==> src/rtl/mmio_uart_tx_if.sv <==
// rtl/mmio_uart_tx_if.sv - core data-memory store bus as seen by the UART MMIO block
interface mmio_uart_tx_if;
  logic        dmem_write;
  logic [31:0] dmem_addr;
  logic [31:0] dmem_write_data;
  logic        mmio_sel;
  logic [31:0] mmio_read_data;

  modport master (
    output dmem_write, dmem_addr, dmem_write_data,
    input  mmio_sel, mmio_read_data
  );

  modport slave (
    input  dmem_write, dmem_addr, dmem_write_data,
    output mmio_sel, mmio_read_data
  );
endinterface

==> src/rtl/mmio_uart_tx.sv <==
// rtl/mmio_uart_tx.sv - memory-mapped UART transmitter (TXDATA/STATUS) with TX FIFO
// Even parity bit (8E1) inserted when MMIO_UART_PARITY_EN is defined; 8N1 otherwise.
module mmio_uart_tx #(
  parameter logic [31:0] BASE_ADDR    = 32'hFFFF_FF00,
  parameter int          CLKS_PER_BIT = 16,
  parameter int          FIFO_DEPTH   = 8
) (
  input  logic          clk,
  input  logic          reset,
  mmio_uart_tx_if.slave bus,
  output logic          tx,
  output logic          tx_busy
);
  localparam int PW = $clog2(FIFO_DEPTH);
  localparam int CW = $clog2(CLKS_PER_BIT);

`ifdef MMIO_UART_PARITY_EN
  typedef enum logic [2:0] {IDLE, START, DATA, PARITY, STOP} state_t;
`else
  typedef enum logic [2:0] {IDLE, START, DATA, STOP} state_t;
`endif

  state_t        state, state_n;
  logic [7:0]    mem [FIFO_DEPTH];
  logic [PW-1:0] wr_ptr, rd_ptr;
  logic [PW:0]   count, count_n;
  logic [CW-1:0] baud;
  logic [2:0]    bit_idx, bit_idx_n;
  logic [7:0]    shift, shift_n;
  logic          overflow;
  logic          win_hit, at_txdata, at_status;
  logic          full, empty, push, drop, clr, pop, bit_end;
  logic          tx_d, busy_d;
  logic          unused_data;
`ifdef MMIO_UART_PARITY_EN
  logic          par;
`endif

  assign win_hit   = bus.dmem_addr[31:3] == BASE_ADDR[31:3];
  assign at_txdata = win_hit && (bus.dmem_addr[2:0] == 3'd0);
  assign at_status = win_hit && (bus.dmem_addr[2:0] == 3'd4);

  assign bus.mmio_sel       = win_hit;
  assign bus.mmio_read_data = at_status ? {29'b0, overflow, full, tx_busy} : 32'h0;

  // full is the pre-edge value, so a pop in the same cycle never rescues a push
  assign full    = count == (PW+1)'(FIFO_DEPTH);
  assign empty   = count == '0;
  assign push    = bus.dmem_write && at_txdata && !full;
  assign drop    = bus.dmem_write && at_txdata && full;
  assign clr     = bus.dmem_write && at_status;
  assign bit_end = baud == CW'(CLKS_PER_BIT - 1);
  assign count_n = count + (PW+1)'(push) - (PW+1)'(pop);

  assign unused_data = ^bus.dmem_write_data[31:8];

  always_ff @(posedge clk) begin
    if (reset) state <= IDLE;
    else       state <= state_n;
  end

  always_comb begin
    state_n = state;
    case (state)
      IDLE:   if (!empty) state_n = START;
      START:  if (bit_end) state_n = DATA;
`ifdef MMIO_UART_PARITY_EN
      DATA:   if (bit_end && bit_idx == 3'd7) state_n = PARITY;
      PARITY: if (bit_end) state_n = STOP;
`else
      DATA:   if (bit_end && bit_idx == 3'd7) state_n = STOP;
`endif
      STOP:   if (bit_end) state_n = empty ? IDLE : START;
      default: state_n = IDLE;
    endcase
  end

  // tx is registered from the next state so the start bit appears on the pop edge
  always_comb begin
    pop       = !empty && ((state == IDLE) || (state == STOP && bit_end));
    shift_n   = shift;
    bit_idx_n = bit_idx;
    if (pop) begin
      shift_n = mem[rd_ptr];
    end else if (state == DATA && bit_end) begin
      shift_n   = shift >> 1;
      bit_idx_n = bit_idx + 3'd1;
    end
    tx_d = 1'b1;
    case (state_n)
      START:   tx_d = 1'b0;
      DATA:    tx_d = shift_n[0];
`ifdef MMIO_UART_PARITY_EN
      PARITY:  tx_d = par;
`endif
      default: tx_d = 1'b1;
    endcase
    busy_d = (state_n != IDLE) || (count_n != '0);
  end

  always_ff @(posedge clk) begin
    if (reset) begin
      tx       <= 1'b1;
      tx_busy  <= 1'b0;
      shift    <= '0;
      bit_idx  <= '0;
      baud     <= '0;
      count    <= '0;
      wr_ptr   <= '0;
      rd_ptr   <= '0;
      overflow <= 1'b0;
    end else begin
      tx      <= tx_d;
      tx_busy <= busy_d;
      shift   <= shift_n;
      bit_idx <= bit_idx_n;
      count   <= count_n;
      baud    <= (state == IDLE || bit_end) ? '0 : baud + 1'b1;
      if (push) wr_ptr <= wr_ptr + 1'b1;
      if (pop)  rd_ptr <= rd_ptr + 1'b1;
      if (drop)     overflow <= 1'b1;
      else if (clr) overflow <= 1'b0;
    end
  end

`ifdef MMIO_UART_PARITY_EN
  always_ff @(posedge clk) begin
    if (reset)    par <= 1'b0;
    else if (pop) par <= ^mem[rd_ptr];
  end
`endif

  always_ff @(posedge clk) begin
    if (!reset && push) mem[wr_ptr] <= bus.dmem_write_data[7:0];
  end
endmodule

==> src/flat_wrapper.sv <==
// flat-port wrapper written by rule: the top's interface ports become plain ports
module mmio_uart_tx_flat 
#(
  parameter logic [31:0] BASE_ADDR    = 32'hFFFF_FF00,
  parameter int          CLKS_PER_BIT = 16,
  parameter int          FIFO_DEPTH   = 8
)
  (clk, reset, tx, tx_busy, bus_dmem_write, bus_dmem_addr, bus_dmem_write_data, bus_mmio_sel, bus_mmio_read_data);
  mmio_uart_tx_if bus_i ();
  input  logic clk;
  input  logic reset;
  output logic tx;
  output logic tx_busy;
  input wire logic [$bits(bus_i.dmem_write)-1:0] bus_dmem_write;
  input wire logic [$bits(bus_i.dmem_addr)-1:0] bus_dmem_addr;
  input wire logic [$bits(bus_i.dmem_write_data)-1:0] bus_dmem_write_data;
  output wire logic [$bits(bus_i.mmio_sel)-1:0] bus_mmio_sel;
  output wire logic [$bits(bus_i.mmio_read_data)-1:0] bus_mmio_read_data;
  assign bus_i.dmem_write = bus_dmem_write;
  assign bus_i.dmem_addr = bus_dmem_addr;
  assign bus_i.dmem_write_data = bus_dmem_write_data;
  assign bus_mmio_sel = bus_i.mmio_sel;
  assign bus_mmio_read_data = bus_i.mmio_read_data;
  mmio_uart_tx #(.BASE_ADDR(BASE_ADDR), .CLKS_PER_BIT(CLKS_PER_BIT), .FIFO_DEPTH(FIFO_DEPTH)) u_core (.clk(clk), .reset(reset), .bus(bus_i), .tx(tx), .tx_busy(tx_busy));
endmodule
==> config.mk <==
export PLATFORM = sky130hd
export DESIGN_NAME = mmio_uart_tx_flat
export DESIGN_NICKNAME = d
export VERILOG_FILES = /design/src/rtl/mmio_uart_tx_if.sv /design/src/rtl/mmio_uart_tx.sv /design/src/flat_wrapper.sv
export SDC_FILE = /design/constraint.sdc
export NUM_CORES = 1
export LEC_CHECK = 0
export ABC_AREA = 1
export CORE_UTILIZATION = 40
export DETAILED_ROUTE_END_ITERATION = 12
export PLACE_DENSITY_LB_ADDON = 0.3
export SYNTH_ARGS = -nofsm -noshare
export SYNTH_HDL_FRONTEND = slang
export SYNTH_SLANG_ARGS = --single-unit
==> constraint.sdc <==
create_clock -name clk -period 3.1 [get_ports clk]
set_input_delay 0.62 -clock clk [delete_from_list [all_inputs] [get_ports clk]]
set_output_delay 0.62 -clock clk [all_outputs]
set_load 0.005 [all_outputs]
==> reports/qor.yml <==
cells_and_area:
  fill_cell_total_of_the_finished_layout: 992
  antenna_cells: 0
  finish.net_count: 598
  final_design_area_no_fill_um2: 5210
  drive_gt1_frac: 0.0763
  syn2layout_area_growth_pct: 16.0
routing:
  post-route-drc-count: 0
  initialDrtViolationCount: 152
  wl_per_cell_um: 13.2
  drtAntennaViolNets: 0
  vias_per_cell: 4.75
  detailedRoute.firstPassIterationCount: 5
  route.vias.total: 3157
  drt_wl_total_um: 8730
cts:
  postCtsSetupRepairBufs: 0
  tritoncts: "built"
  cts_buffer_depth: 2
  ctsRootBufferMaster: "clkbuf_8"
  clock-sinks: 98
  clk_pin_slew_worst_paths_ns: 0.09
  tritoncts.num_buffers: 9
  cts_htree_levels: 3
  cts_repair_resize_count: 0
  worst_skew_pair.late_latency_ns: 0.37
  cts_hold_buf: 0
timing:
  grt_setup_unrepaired: "no"
  worst-slew-pin-transition_ns: 0.553
  timing_max_transition_violations_final: 0
  layout_worst_path_cycle_share: 0.949
  clock.fmax_ghz: 0.340
  report.final.setup_viol: 0
  fin_crit_ns: 2.94
  finalClockSkew_ns: 0.0123
  final.setup.tns_ns: 0
  timing.max_slew.rel_slack: 0.630
  hold_viol: 0
yosys:
  async_flop_share: 0
  synth-main-ff-cell: "edfxtp_1"
  yosys-top-cells-count: "nor2_1, edfxtp_1, nand2_1"
  synthMostInstantiatedCell: "nor2_1"
  synth.lib_cells_used.distinct: 35
  synth.ff_latch_count: 98
  ys.warnings.count: 0
  synthDominantCellAreaShare: 0.428
  number_of_synthesized_flops_with_an_enable_pin: 64
  per_instance_average_area_after_synthesis_um2: 9.75
  synth_top_cells_by_area: "edfxtp_1, dfxtp_1, nor2_1"
  post_synth_instance_area_um2: 4490
  area_leader_netlist: "edfxtp_1"
  post_synthesis_sequential_area_ratio: 0.579
  synthCells: 461
worst_setup_path:
  category_of_the_worst_setup_path_launch_point: "primary input"
  crit_buf_inv: 2
  crit_fanout: 3
  setup.reg_to_reg.worst_slack_ns: 0.57
  cp.required_ns: 2.48
  critPathMaxStageDelay_ns: 0.51
  timing.critical_path.to_type: "primary output"
  kind_of_critical_path: "in -> out"
  crit_chain: "clkdlybuf4s50_1, nand2_1, nor2_1, nand2_1, nor2_1, and2_1, nand2_1, nor2_1, clkdlybuf4s50_1"
  cpLargestDelayFamily: "buffers and inverters"
  timing.critical_path.slowest_stage_cell: "clkdlybuf4s50_1"
  crit_arrival_ns: 2.32
grt:
  grt_pass1_wl_um: 14200
  grt_start_max_net_pins: 33
  grt-ovfl-total: 0
  grtUsageTotal: 0.163
  via_count_of_the_first_global_routing_pass: 2973
  number_of_antenna_violations_at_the_first_check_in_global_routing: 0
placed_design:
  placement.cell_area_um2: 5030
  place.port_buffers: 48
  routabilityCongestion: 0.735
  hpwlAfterDp_um: 5890
floorplan:
  io-pin-count: 102
  floorplan.core_area_um2: 10900
  fp.dieArea_um2: 11700
  chipHeight_um: 108
  floorplan.initialDensity: 0.413
  die-width_um: 108
  placement_rows: 38
power:
  p_leak_nw: 2.03
  vdd.ir_drop.worst_mv: 0.321
  power_density_normalized_to_cell_area_nw_per_um2: 607
run_status:
  outcome: "finished clean"
worst_hold_path:
  path_class_of_the_lowest_slack_min_delay_path: "reg -> reg"
job:
  maxCapViolCount: 0
[per-layer routing]
metal,vias up,track usage,share of wire
li1,1587,-,-
met1,1485,0.205,0.46
met2,70,0.279,0.49
met3,15,0.0199,0.030
met4,0,0.0724,0.019
met5,-,0,0
[path summary, 6_finish.rpt]
| path | from | end | cells past startpoint |
|---|---|---|---|
| max | bus_dmem_addr[26] | bus_mmio_read_data[2] | 9 |
| min | u_core.baud[0] | u_core.baud[0] | 1 |
| min reg2reg | u_core.baud[0] | u_core.baud[0] | 1 |
| max reg2reg | u_core.baud[0] | u_core.tx_busy | 13 |
[area by class of cell]
cell class	count	area, µm²	share of cell area
multi-input combinational	305	1510	0.289
clock inverter	7	52.6	0.0101
tap	140	175	0.0336
sequential	98	2600	0.499
timing repair buffer	62	586	0.112
clock buffer	9	124	0.0238
inverter	43	166	0.0319
[through the flow]
step | hold WS [ns] | util | std cells | setup WS, ns | power (mW)
2_1_floorplan | 0.418 | - | 490 | 0.682 | 2.28
3_3_place_gp | 0.433 | 0.462 | 648 | 0.114 | 2.42
3_5_place_dp | 0.443 | 0.462 | 648 | 0.116 | 2.45
4_1_cts | 0.458 | 0.479 | 664 | 0.105 | 3.19
5_1_grt | 0.489 | 0.479 | 664 | 0.0376 | 3.38
6_report | 0.453 | 0.479 | 664 | 0.157 | 3.17
[placed cells by master (no fill, tap or decap), types with 15 or more instances in the layout]
| cell type | synthesis | routed |
|---|---|---|
| o21ai_1 | 15 | 15 |
| clkdlybuf4s50_1 | 0 | 48 |
| nand2_1 | 58 | 58 |
| nand3_1 | 33 | 33 |
| edfxtp_1 | 64 | 64 |
| conb_1 | 1 | 30 |
| nor2_1 | 86 | 85 |
| inv_1 | 41 | 41 |
| o21ai_0 | 24 | 24 |
| dfxtp_1 | 34 | 34 |
[registers in the layout, summed over array words and instances (netlist names), named ones only]
signal / cells
u_core.baud: 4
u_core.bit_idx: 3
u_core.count: 4
u_core.mem: 64
u_core.overflow: 1
u_core.rd_ptr: 3
u_core.shift: 8
u_core.state: 3
u_core.tx: 1
u_core.tx_busy: 1
u_core.wr_ptr: 3
[worst reg2reg max path, delay by kind of cell (launching register included)]
kind / cells / cell delay [ns]
adders and majority gates: 4 / 1.18
AOI/OAI and AO/OA: 1 / 0.08
and+or+nand+nor: 5 / 0.58
buffers and inverters: 3 / 0.25
DFF: 1 / 0.33
[power by group]
group	total, mW	internal (mW)	switching (mW)
clock network	0.755	0.299	0.456
logic	0.869	0.347	0.522
registers	1.54	1.47	0.0682
[kinds of logic (layout without fill, tap and decap cells)]
family          Yosys count  count (layout)  synth area share
flops                    98              98             0.579
other cells               1              30          0.000834
fa+ha+maj                12              12            0.0351
buf+inv                  87             121             0.110
xor+xnor                  4               4           0.00780
simple gates            194             194             0.186
compound gates           65              65            0.0810
(Power assumes the default switching activity.)
